## src/rtl/packet_receiver_sink.sv

```systemverilog
// Purpose: tile-ingress sink; accepts ring packets addressed to this node and queues the I/Q payload in a FWFT FIFO.
// Latency: packet registered at the first edge, written at the second; out_valid rises after that second edge.
// Backpressure: none upstream; a match arriving at a full FIFO with no pop is dropped and sets sticky overflow.
module packet_receiver_sink #(
    parameter int datawidth            = 16,
    parameter int address_vector_width = 4,
    parameter int node_index           = 0,
    parameter int fifo_depth           = 8,
    parameter int count_width          = 8,
    localparam int packet_width        = 2 + 2*datawidth + address_vector_width
) (
    input  logic                          CLK,
    input  logic                          reset,
    input  logic [packet_width-1:0]       packet_in,
    input  logic                          scenario_update,
    input  logic                          out_ready,
    output logic                          out_valid,
    output logic [2*datawidth-1:0]        out_data,
    output logic                          out_prefetch,
    output logic                          out_last,
    output logic                          window_done,
    output logic                          overflow,
    output logic [count_width-1:0]        sample_count,
    output logic [count_width-1:0]        prefetch_count,
    output logic [$clog2(fifo_depth):0]   fifo_level
);

    localparam int PAYLOAD_W = 2*datawidth;
    localparam int ENTRY_W   = PAYLOAD_W + 2;
    localparam int PTR_W     = $clog2(fifo_depth);
    localparam int LVL_W     = PTR_W + 1;
    localparam logic [address_vector_width-1:0] NODE_MASK =
        address_vector_width'(1) << node_index;

    typedef enum logic {IDLE, ACTIVE} state_t;

    logic [packet_width-1:0]         pkt_q;
    logic [1:0]                      hdr;
    logic [PAYLOAD_W-1:0]            payload;
    logic [address_vector_width-1:0] dest;
    logic                            match;
    logic                            full;
    logic                            push;
    logic                            pop;
    logic                            drop;
    logic [ENTRY_W-1:0]              mem [fifo_depth];
    logic [ENTRY_W-1:0]              head;
    logic [PTR_W-1:0]                wr_ptr;
    logic [PTR_W-1:0]                rd_ptr;
    logic [LVL_W-1:0]                level_q;
    state_t                          state_q;
    state_t                          state_d;

    // Field decode of the registered packet and the push/pop/drop decisions.
    // The mask-and-reduce form keeps other destination bits don't-care (multicast).
    always_comb begin
        hdr       = pkt_q[packet_width-1 -: 2];
        payload   = pkt_q[address_vector_width +: PAYLOAD_W];
        dest      = pkt_q[address_vector_width-1:0];
        match     = (hdr != 2'b00) && (|(dest & NODE_MASK));
        full      = (level_q == LVL_W'(fifo_depth));
        out_valid = (level_q != '0);
        pop       = out_valid && out_ready && !scenario_update;
        push      = match && (!full || pop) && !scenario_update;
        drop      = match && full && !pop && !scenario_update;
        head      = mem[rd_ptr];
    end

    // Head presentation; gated so nothing stale shows while empty.
    always_comb begin
        out_data     = out_valid ? head[ENTRY_W-1:2] : '0;
        out_prefetch = out_valid & head[1];
        out_last     = out_valid & head[0];
        fifo_level   = level_q;
    end

    // Stage-1 input register; a flush also discards whatever is arriving.
    always_ff @(posedge CLK or negedge reset) begin
        if (!reset)               pkt_q <= '0;
        else if (scenario_update) pkt_q <= '0;
        else                      pkt_q <= packet_in;
    end

    // Payload storage; contents need no reset because level gates visibility.
    always_ff @(posedge CLK) begin
        if (push) mem[wr_ptr] <= {payload, (hdr == 2'b10), (hdr == 2'b11)};
    end

    // Pointers wrap naturally (power-of-two depth); level disambiguates full/empty.
    always_ff @(posedge CLK or negedge reset) begin
        if (!reset) begin
            wr_ptr  <= '0;
            rd_ptr  <= '0;
            level_q <= '0;
        end else if (scenario_update) begin
            wr_ptr  <= '0;
            rd_ptr  <= '0;
            level_q <= '0;
        end else begin
            if (push) wr_ptr <= wr_ptr + PTR_W'(1);
            if (pop)  rd_ptr <= rd_ptr + PTR_W'(1);
            if (push && !pop)      level_q <= level_q + LVL_W'(1);
            else if (pop && !push) level_q <= level_q - LVL_W'(1);
        end
    end

    // Saturating sample counters and sticky overflow flag.
    always_ff @(posedge CLK or negedge reset) begin
        if (!reset) begin
            sample_count   <= '0;
            prefetch_count <= '0;
            overflow       <= 1'b0;
        end else if (scenario_update) begin
            sample_count   <= '0;
            prefetch_count <= '0;
            overflow       <= 1'b0;
        end else begin
            if (push && hdr[0] && (sample_count != '1))
                sample_count <= sample_count + count_width'(1);
            if (push && (hdr == 2'b10) && (prefetch_count != '1))
                prefetch_count <= prefetch_count + count_width'(1);
            if (drop)
                overflow <= 1'b1;
        end
    end

    // Window FSM state register.
    always_ff @(posedge CLK or negedge reset) begin
        if (!reset) state_q <= IDLE;
        else        state_q <= state_d;
    end

    // Window FSM next state; window_done pulses while an end-of-window packet is being accepted.
    always_comb begin
        state_d     = state_q;
        window_done = 1'b0;
        if (scenario_update) begin
            state_d = IDLE;
        end else if (push) begin
            case (hdr)
                2'b01: state_d = ACTIVE;
                2'b11: begin
                    state_d     = IDLE;
                    window_done = 1'b1;
                end
                default: state_d = state_q;
            endcase
        end
    end

endmodule

```

## config.mk

```make
export PLATFORM = sky130hd
export DESIGN_NAME = packet_receiver_sink
export DESIGN_NICKNAME = d
export VERILOG_FILES = /design/src/rtl/packet_receiver_sink.sv
export SDC_FILE = /design/constraint.sdc
export NUM_CORES = 1
export LEC_CHECK = 0
export ABC_AREA = 1
export CORE_MARGIN = 2
export CORE_UTILIZATION = 50
export CTS_CLUSTER_DIAMETER = 30
export CTS_CLUSTER_SIZE = 24
export DETAILED_ROUTE_END_ITERATION = 6
export GPL_ROUTABILITY_DRIVEN = 0
export GPL_TIMING_DRIVEN = 0
export MAX_ROUTING_LAYER = met4
export PLACE_DENSITY = 0.73
export SYNTH_ARGS = -nofsm -noshare
export SYNTH_HDL_FRONTEND = slang
export SYNTH_SLANG_ARGS = --single-unit
```

## constraint.sdc

```tcl
create_clock -name CLK -period 5.7 [get_ports CLK]
set_input_delay 1.14 -clock CLK [delete_from_list [all_inputs] [get_ports CLK]]
set_output_delay 1.14 -clock CLK [all_outputs]
set_load 0.05 [all_outputs]
```

# Word-level counts from Yosys, hierarchy flattened

Memories as Yosys holds them, arrays and structs flattened.
Cells that the tools add are included.

Input port bits: 42
Register bits: 65
Memories kept: 1
Output and inout port bits: 57
Logic and storage cells: 68
RAM bits: 272

Reduce and logical (&&, ||, !) cells: 27
Add/sub/neg operators: 6
Bitwise operators: 2
Muxes and demuxes: 20
Equal/unequal tests: 5

Memories:

| memory | depth | width | rd ports | clocked after memory_dff | wr ports | RTL line | RTL |
|---|---|---|---|---|---|---|---|
| mem    | 8     | 34    | 1        | 0                        | 1        | 46       | `logic [ENTRY_W-1:0] mem [fifo_depth];` |

Operators by type and width:

| kind                | number |
|---|---|
| $mux 38             | 1 |
| $mux 32             | 1 |
| $mux 8              | 4 |
| $add 8x1->8 const B | 2 |
| $ne 8x8->1 const B  | 2 |
| $logic_and 1x1->1   | 14 |
| $mux 3              | 4 |
| $mux 4              | 3 |
| $reduce_bool 2->1   | 6 |
| $mux 1              | 7 |
| $add 3x1->3 const B | 2 |
| $add 4x1->4 const B | 1 |
| $eq 2x2->1 const B  | 2 |
| $eq 4x4->1 const B  | 1 |
| $logic_not 1->1     | 4 |
| $reduce_bool 4->1   | 1 |
| $sub 4x1->4 const B | 1 |
| $reduce_bool 3->1   | 1 |
| $and 1x1->1         | 2 |
| $logic_or 1x1->1    | 1 |

# Logic depth before layout (Yosys ltp)

Gate-level depths: netlist (run 1).

Depth in word-level cells: 11
Gate-level depth with buffers: 12
Mapped depth without buffers: 12

# Worst setup path after synthesis (run 1)

Ideal clock, no wire load.

Kind: in2out
Start: in scenario_update
End: out window_done
Data required time: 4.560 ns
Path slack: 2.051 ns
Cell stages on the path: 5
Path buffers: 0
Arrival time: 2.509 ns
Cells stage by stage: inv_2 > nand3_4 > nand2_2 > nand2_4 > nor3_1

Cells in the longest elaborated chain, start to end: 7

RTL lines:

| what                            | RTL line | RTL |
|---|---|---|
| start: declaration              | 15       | `input logic scenario_update,` |
| $logic_not 1->1                 | 63, 64   |  |
| $logic_and 1x1->1               | 63       | `pop = out_valid && out_ready && !scenario_update;` |
| $logic_or 1x1->1                | 64       | `push = match && (!full \|\| pop) && !scenario_update;` |
| $logic_and 1x1->1 (2 in series) | 64       |  |
| $mux 1                          | 139      | `end else if (push) begin` |
| $mux 1 (*)                      | 137      | `if (scenario_update) begin` |
| end: declaration                | 21       | `output logic window_done,` |

Every way passes the cells marked *; elsewhere a longest branch is shown, timed or not.

# Worst setup path after layout (run 1)

Ends and elaborated chain as after synthesis.

==> impl_metrics.toml, run 1 <==
[clocking]
cts_hold_buf = 0
clock_path_buffers = 3
cts_buffers = 66
clk_latency_ps = 550
clk_root_buffer_cell = "clkbuf_16"
tritoncts = "built"
ctsResizeCount = 0
h-tree-depth = 3
numClockSinks = 334
clk_pin_slew_ps = 50
cts_setup_buffers = 0

[placed_design]
post_dp_cell_area_um2 = 15200
port_buffers = 95
place_ws_ps = 1120
placedCellCount = 1594
dp_hpwl_um = 20500

[route]
dr_total_vias = 9685
wire_per_inst_um = 20.3
final_antenna_net_count = 0
firstDrtPassIters = 7
drtIter0Drc = 976
routed_wl_um = 34900
vias_per_cell = 5.65
drc_errors = 3

[pwr]
p_leak_nw = 6.68
peakVddDrop_mv = 0.255
fin_total_pwr_mw = 8.93
powerDensity_nw_per_um2 = 510

[worst_setup_path]
cp_slowest_stage_delay_ps = 850
reg2reg_to = "mem[6][16]"
worstSetupPathType = "in -> out"
crit_top_cell = "clkdlybuf4s50_1"
crit_required_ps = 4560
critPathMaxFanout = 5
r2r_setup_slack_ps = 3010
startpoint_type = "input port"
reg2reg_depth = 9
slowest_stage = "clkdlybuf4s50_1"
worst_setup_path_end_kind = "output port"
crit_start = "scenario_update"
r2r-start = "fifo_level[3]"
crit_chain = "clkdlybuf4s50_1 -> inv_2 -> nand3_4 -> nand2_2 -> nand2_4 -> nor3_1 -> clkdlybuf4s50_1"
arrival_ps = 3440

[sta]
tightest_slew_ps = 814
max-slew-margin-rel = 0.458
setup_viol = 0
fin_crit_sh = 0.803
setup_tns_ps = 0
finalHoldViolations = 0
max_freq_mhz = 218
period_minus_slack_ps = 4580
finClkSkew_ps = 26.4
setup_slack_ps = 1120
final_max_slew_viol_count = 0
timing.hold.ws_ps = 493
rsz0062_at_grt = "no"

[synth]
ys_seq_elements = 334
avgSynthCellArea_um2 = 11.8
synth.yosys.seq_area_share = 0.720
synth_fp_nets = 1198
syn_area_um2 = 13500
ys_types = 33
ys_warn_count = 0
synthArstFlopShare = 0.186
synth-edff-count = 272
yosys_most_used_dff = "edfxtp_1"
netlist_instances = 1149

[global_route]
grt_first_pass_wirelength_um = 53900
grtUsageTotal = 0.257
grt_max_degree = 45
grt-ovfl-total = 0
antenna_found_initial = 0
grt_pass1_vias = 9986

[finish]
drive_gt1_frac = 0.116
antenna_cells = 0
final_nets = 1370
area_growth_pct = 29.6
multi_input_area_um2 = 3310
seq_area_um2 = 9720
final_core_util = 0.655
final_common_cell = "nor2_1"
fillers = 1887
final_cell_mix = "nor2_1, edfxtp_1, o21ai_0, clkdlybuf4s50_1, clkbuf_16"
layout.cells.non_filler = 1715
final_area_um2 = 17500

[floorplanning]
die_w_um = 168
die_area_um2 = 28300
row_count = 60
initial_core_util = 0.505
die_h_um = 168
core_um2 = 26700
pin_count = 99

[min_path]
hold_class = "in -> async"

[run_status]
violations = "DRC"
status = "complete, but fails checks"

[flow_run]
maxCapViolations = 0
[worst max-delay path: cells and delay by family]
kind,cells,cell delay [ps]
buf+inv,3,1780
simple gates,4,500
[sequential cells by signal, indices dropped and copies added, names as in the netlist]
| signal | count |
|---|---|
| mem | 272 |
| wr_ptr | 3 |
| rd_ptr | 3 |
| prefetch_count | 8 |
| fifo_level | 4 |
| overflow | 1 |
| sample_count | 8 |
| pkt_q | 35 |
[cell type report]
class	count	share of cell area
buffer	64	0.0164
clock buffer	78	0.0998
clock inverter	43	0.0342
inverter	67	0.0144
multi-input combinational	684	0.189
sequential	334	0.555
tap	341	0.0244
timing repair buffer	104	0.0666
[synthesized netlist by cell type (13+ instances only)]
| cell type | instances | area share |
|---|---|---|
| clkbuf_1 | 39 | 0.011 |
| edfxtp_1 | 272 | 0.60 |
| o21ai_1 | 13 | 0.0048 |
| buf_2 | 16 | 0.0059 |
| nand4_1 | 19 | 0.0088 |
| o32ai_1 | 34 | 0.022 |
| nand3_1 | 28 | 0.010 |
| nor2_1 | 333 | 0.093 |
| nand2_1 | 57 | 0.016 |
| dfrtp_1 | 62 | 0.11 |
| o21ai_0 | 166 | 0.062 |
| inv_1 | 63 | 0.018 |
[worst max-delay path by stage]
stage                              to  slack [ps]  depth (start not counted)
final                     window_done        1120                          7
after global placement     mem[1][19]        -330                          8
after floorplan           window_done        2050                          5
after detailed placement  window_done        1120                          7
after global routing      window_done         970                          7
after CTS                 window_done        1100                          7
[cells by family (layout without fill, tap and decap cells)]
family,count (synthesis),in the layout,synth area share
buffers and inverters,131,356,0.0398
adder cells (fa/ha/maj),7,7,0.00704
XOR/XNOR,9,9,0.00584
AO/OA/AOI/OAI,220,220,0.0920
AND/OR/NAND/NOR,448,448,0.136
flip-flops,334,334,0.720
[power breakdown]
part	switching, mW	internal, mW	leakage [nW]
Sequential	0.0508	2.69	3.31
Clock	1.30	2.71	1.12
Combinational	1.53	0.642	2.25
[layer usage]
layer	wire [µm]	share of wire	track usage	up-vias
met5	0	0	-	-
met4	1120	0.032	0.122	0
met3	3090	0.089	0.0472	96
met2	17000	0.49	0.408	538
met1	13700	0.39	0.324	4678
li1	-	-	-	4373
(Power assumes the default switching activity.)
==> run 2, diff against run 1 <==
==> constraint.sdc (replaced) <==
create_clock -name CLK -period 4.8 [get_ports CLK]
set_input_delay 0.96 -clock CLK [delete_from_list [all_inputs] [get_ports CLK]]
set_output_delay 0.96 -clock CLK [all_outputs]
set_load 0.05 [all_outputs]
==> results of run 2 <==
The final DEF is identical to that of run 1. Status: complete, but fails checks: DRC.
Main changes from that run: setup slack after placement 1120 ps -> 585 ps; setup slack after layout 1120 ps -> 408 ps; hold slack 493 ps -> 313 ps; start point of the critical path scenario_update -> rd_ptr[0]; end point of the critical path window_done -> out_data[21]; register-to-register setup slack 3010 ps -> 2110 ps; total power 8.93 mW -> 10.6 mW; worst IR drop on VDD 0.255 mV -> 0.303 mV
==> run 3, diff against run 2 <==
--- a/config.mk
+++ b/config.mk
@@ -6,10 +6,11 @@
 export NUM_CORES = 1
 export LEC_CHECK = 0
 export ABC_AREA = 1
+export CORE_ASPECT_RATIO = 1.5
 export CORE_MARGIN = 2
 export CORE_UTILIZATION = 50
 export CTS_CLUSTER_DIAMETER = 30
-export CTS_CLUSTER_SIZE = 24
+export CTS_CLUSTER_SIZE = 25
 export DETAILED_ROUTE_END_ITERATION = 6
 export GPL_ROUTABILITY_DRIVEN = 0
 export GPL_TIMING_DRIVEN = 0
==> run 3 against run 2 <==
The flow now finishes without violations. Maximum frequency is 0.78% higher. Routed wire length is 4.7% lower. Clock power is 30% lower. First-iteration DRC count is 26% lower. Critical path type unchanged. Largest power group unchanged.
==> impl_metrics.toml, run 3 (synthesis gave the netlist of run 1 again) <==
[clocking]
clock_path_buffers = 3
cts_setup_buffers = 0
ctsResizeCount = 0
cts_hold_buf = 0
tritoncts = "built"
h-tree-depth = 2
clk_pin_slew_ps = 60
numClockSinks = 334
cts_buffers = 43
clk_root_buffer_cell = "clkbuf_16"
clk_latency_ps = 540

[pwr]
p_switching_mw = 3.12
p_sw_frac = 0.341
pwr-share-seq = 0.355
powerDensity_nw_per_um2 = 549
p_leak_nw = 6.28
clockPowerShare = 0.365
combPwrFrac = 0.280
power.internal_mw = 6.02
peakVddDrop_mv = 0.395

[finish]
regMostFlops = "mem"
largest_register_ffs = 272
final_core_util = 0.626
largestRegisters = "mem x272, pkt_q x35"
antenna_cells = 0
drive_gt1_frac = 0.0939
final_common_cell = "nor2_1"
area_growth_pct = 23.2
final_cell_mix = "nor2_1, edfxtp_1, o21ai_0, clkdlybuf4s50_1, inv_1"
final_nets = 1347

[sta]
setup_slack_ps = 442
finClkSkew_ps = 14.3
period_minus_slack_ps = 4360
max_freq_mhz = 229
final_max_slew_viol_count = 0
setup_tns_ps = 0
max-slew-margin-rel = 0.472
fin_crit_sh = 0.908
setup_viol = 0
rsz0062_at_grt = "no"
finalHoldViolations = 0
tightest_slew_ps = 792

[placed_design]
place_ws_ps = 736
port_buffers = 95
dp_hpwl_um = 20800

[floorplanning]
row_count = 73
pin_count = 99
initial_core_util = 0.508
core_um2 = 26600
die_w_um = 138
die_area_um2 = 28400
die_h_um = 205

[global_route]
antenna_found_initial = 0
grt_first_pass_wirelength_um = 51200
grt-ovfl-total = 0
grt_max_degree = 63
grt_pass1_vias = 9432
grtUsageTotal = 0.241

[route]
drtIter0Drc = 727
final_antenna_net_count = 0
vias_per_cell = 5.63
wire_per_inst_um = 19.9
drc_errors = 0
routed_wl_um = 33200
firstDrtPassIters = 5
dr_total_vias = 9388

[worst_setup_path]
startpoint_type = "flip-flop"
arrival_ps = 3400
worst_setup_path_end_kind = "output port"
r2r-start = "fifo_level[3]"
critPathMaxFanout = 10
crit_start = "rd_ptr[0]"
worstSetupPathType = "reg -> out"
crit_required_ps = 3840

[min_path]
hold_class = "in -> async"

[flow_run]
maxCapViolations = 0

[run_status]
status = "finished clean"
[run 3: changes by cell type in the layout (fill, tap and decap cells not counted), sizes merged]
cell and delta:
inv -1, clkbuf -29, clkinv -4, bufinv -5, clkinvlp -4
[run 3: path summary, 6_finish.rpt]
path	depth (start not counted)	endpoint	slack, ps
min reg2reg	2	overflow	540
min	2	pkt_q[4]	430
max reg2reg	9	mem[4][30]	2140
max	8	out_data[24]	440
max in group asynchronous	2	pkt_q[30]	4060
min in group CLK	2	overflow	540
[run 3: metrics by stage]
step           hold WS, ps  area (µm²)  total power, mW  instances
2_1_floorplan          520       13500             4.94       1149
3_3_place_gp           502       14900             5.82       1581
3_5_place_dp           516       15100             5.86       1590
4_1_cts                440       16600             9.18       1668
5_1_grt                466       16600             9.47       1668
6_report               432       16600             9.14       1668
[run 3: layout make-up]
cell class | count | area [µm²]
clock buffers | 49 | 1150
inverters | 67 | 251
repair buffers | 104 | 1140
plain buffers | 64 | 287
well taps | 337 | 422
flip-flops and latches | 334 | 9720
multi-input cells | 684 | 3310
clock inverters | 29 | 360
fillers | 1943 | 9940
[run 3: critical path: stages, from the launching register on]
cell and delay (ps):
dfrtp_1 480, inv_2 190, buf_2 250, clkbuf_1 530, nor2_1 90, o32ai_1 140, nor2_1 70, nor2_1 250
clkdlybuf4s50_1 860
[run 3: routing by layer]
metal	share of wire	routed length [µm]	up-vias	track usage
met3	0.060	2010	88	0.0377
met1	0.37	12400	4595	0.270
met2	0.53	17600	387	0.432
li1	-	-	4318	-
met5	0	0	-	-
met4	0.036	1210	0	0.0962
[run 3: power groups by stage]
| stage | registers, mW | clock network (mW) | logic [mW] |
|---|---|---|---|
| global placement | 3.30 | 0 | 2.52 |
| floorplan | 3.33 | 0 | 1.61 |
| finish | 3.25 | 3.34 | 2.56 |
| global route | 3.25 | 3.47 | 2.75 |
| detailed placement | 3.30 | 0 | 2.56 |
| CTS | 3.24 | 3.36 | 2.57 |
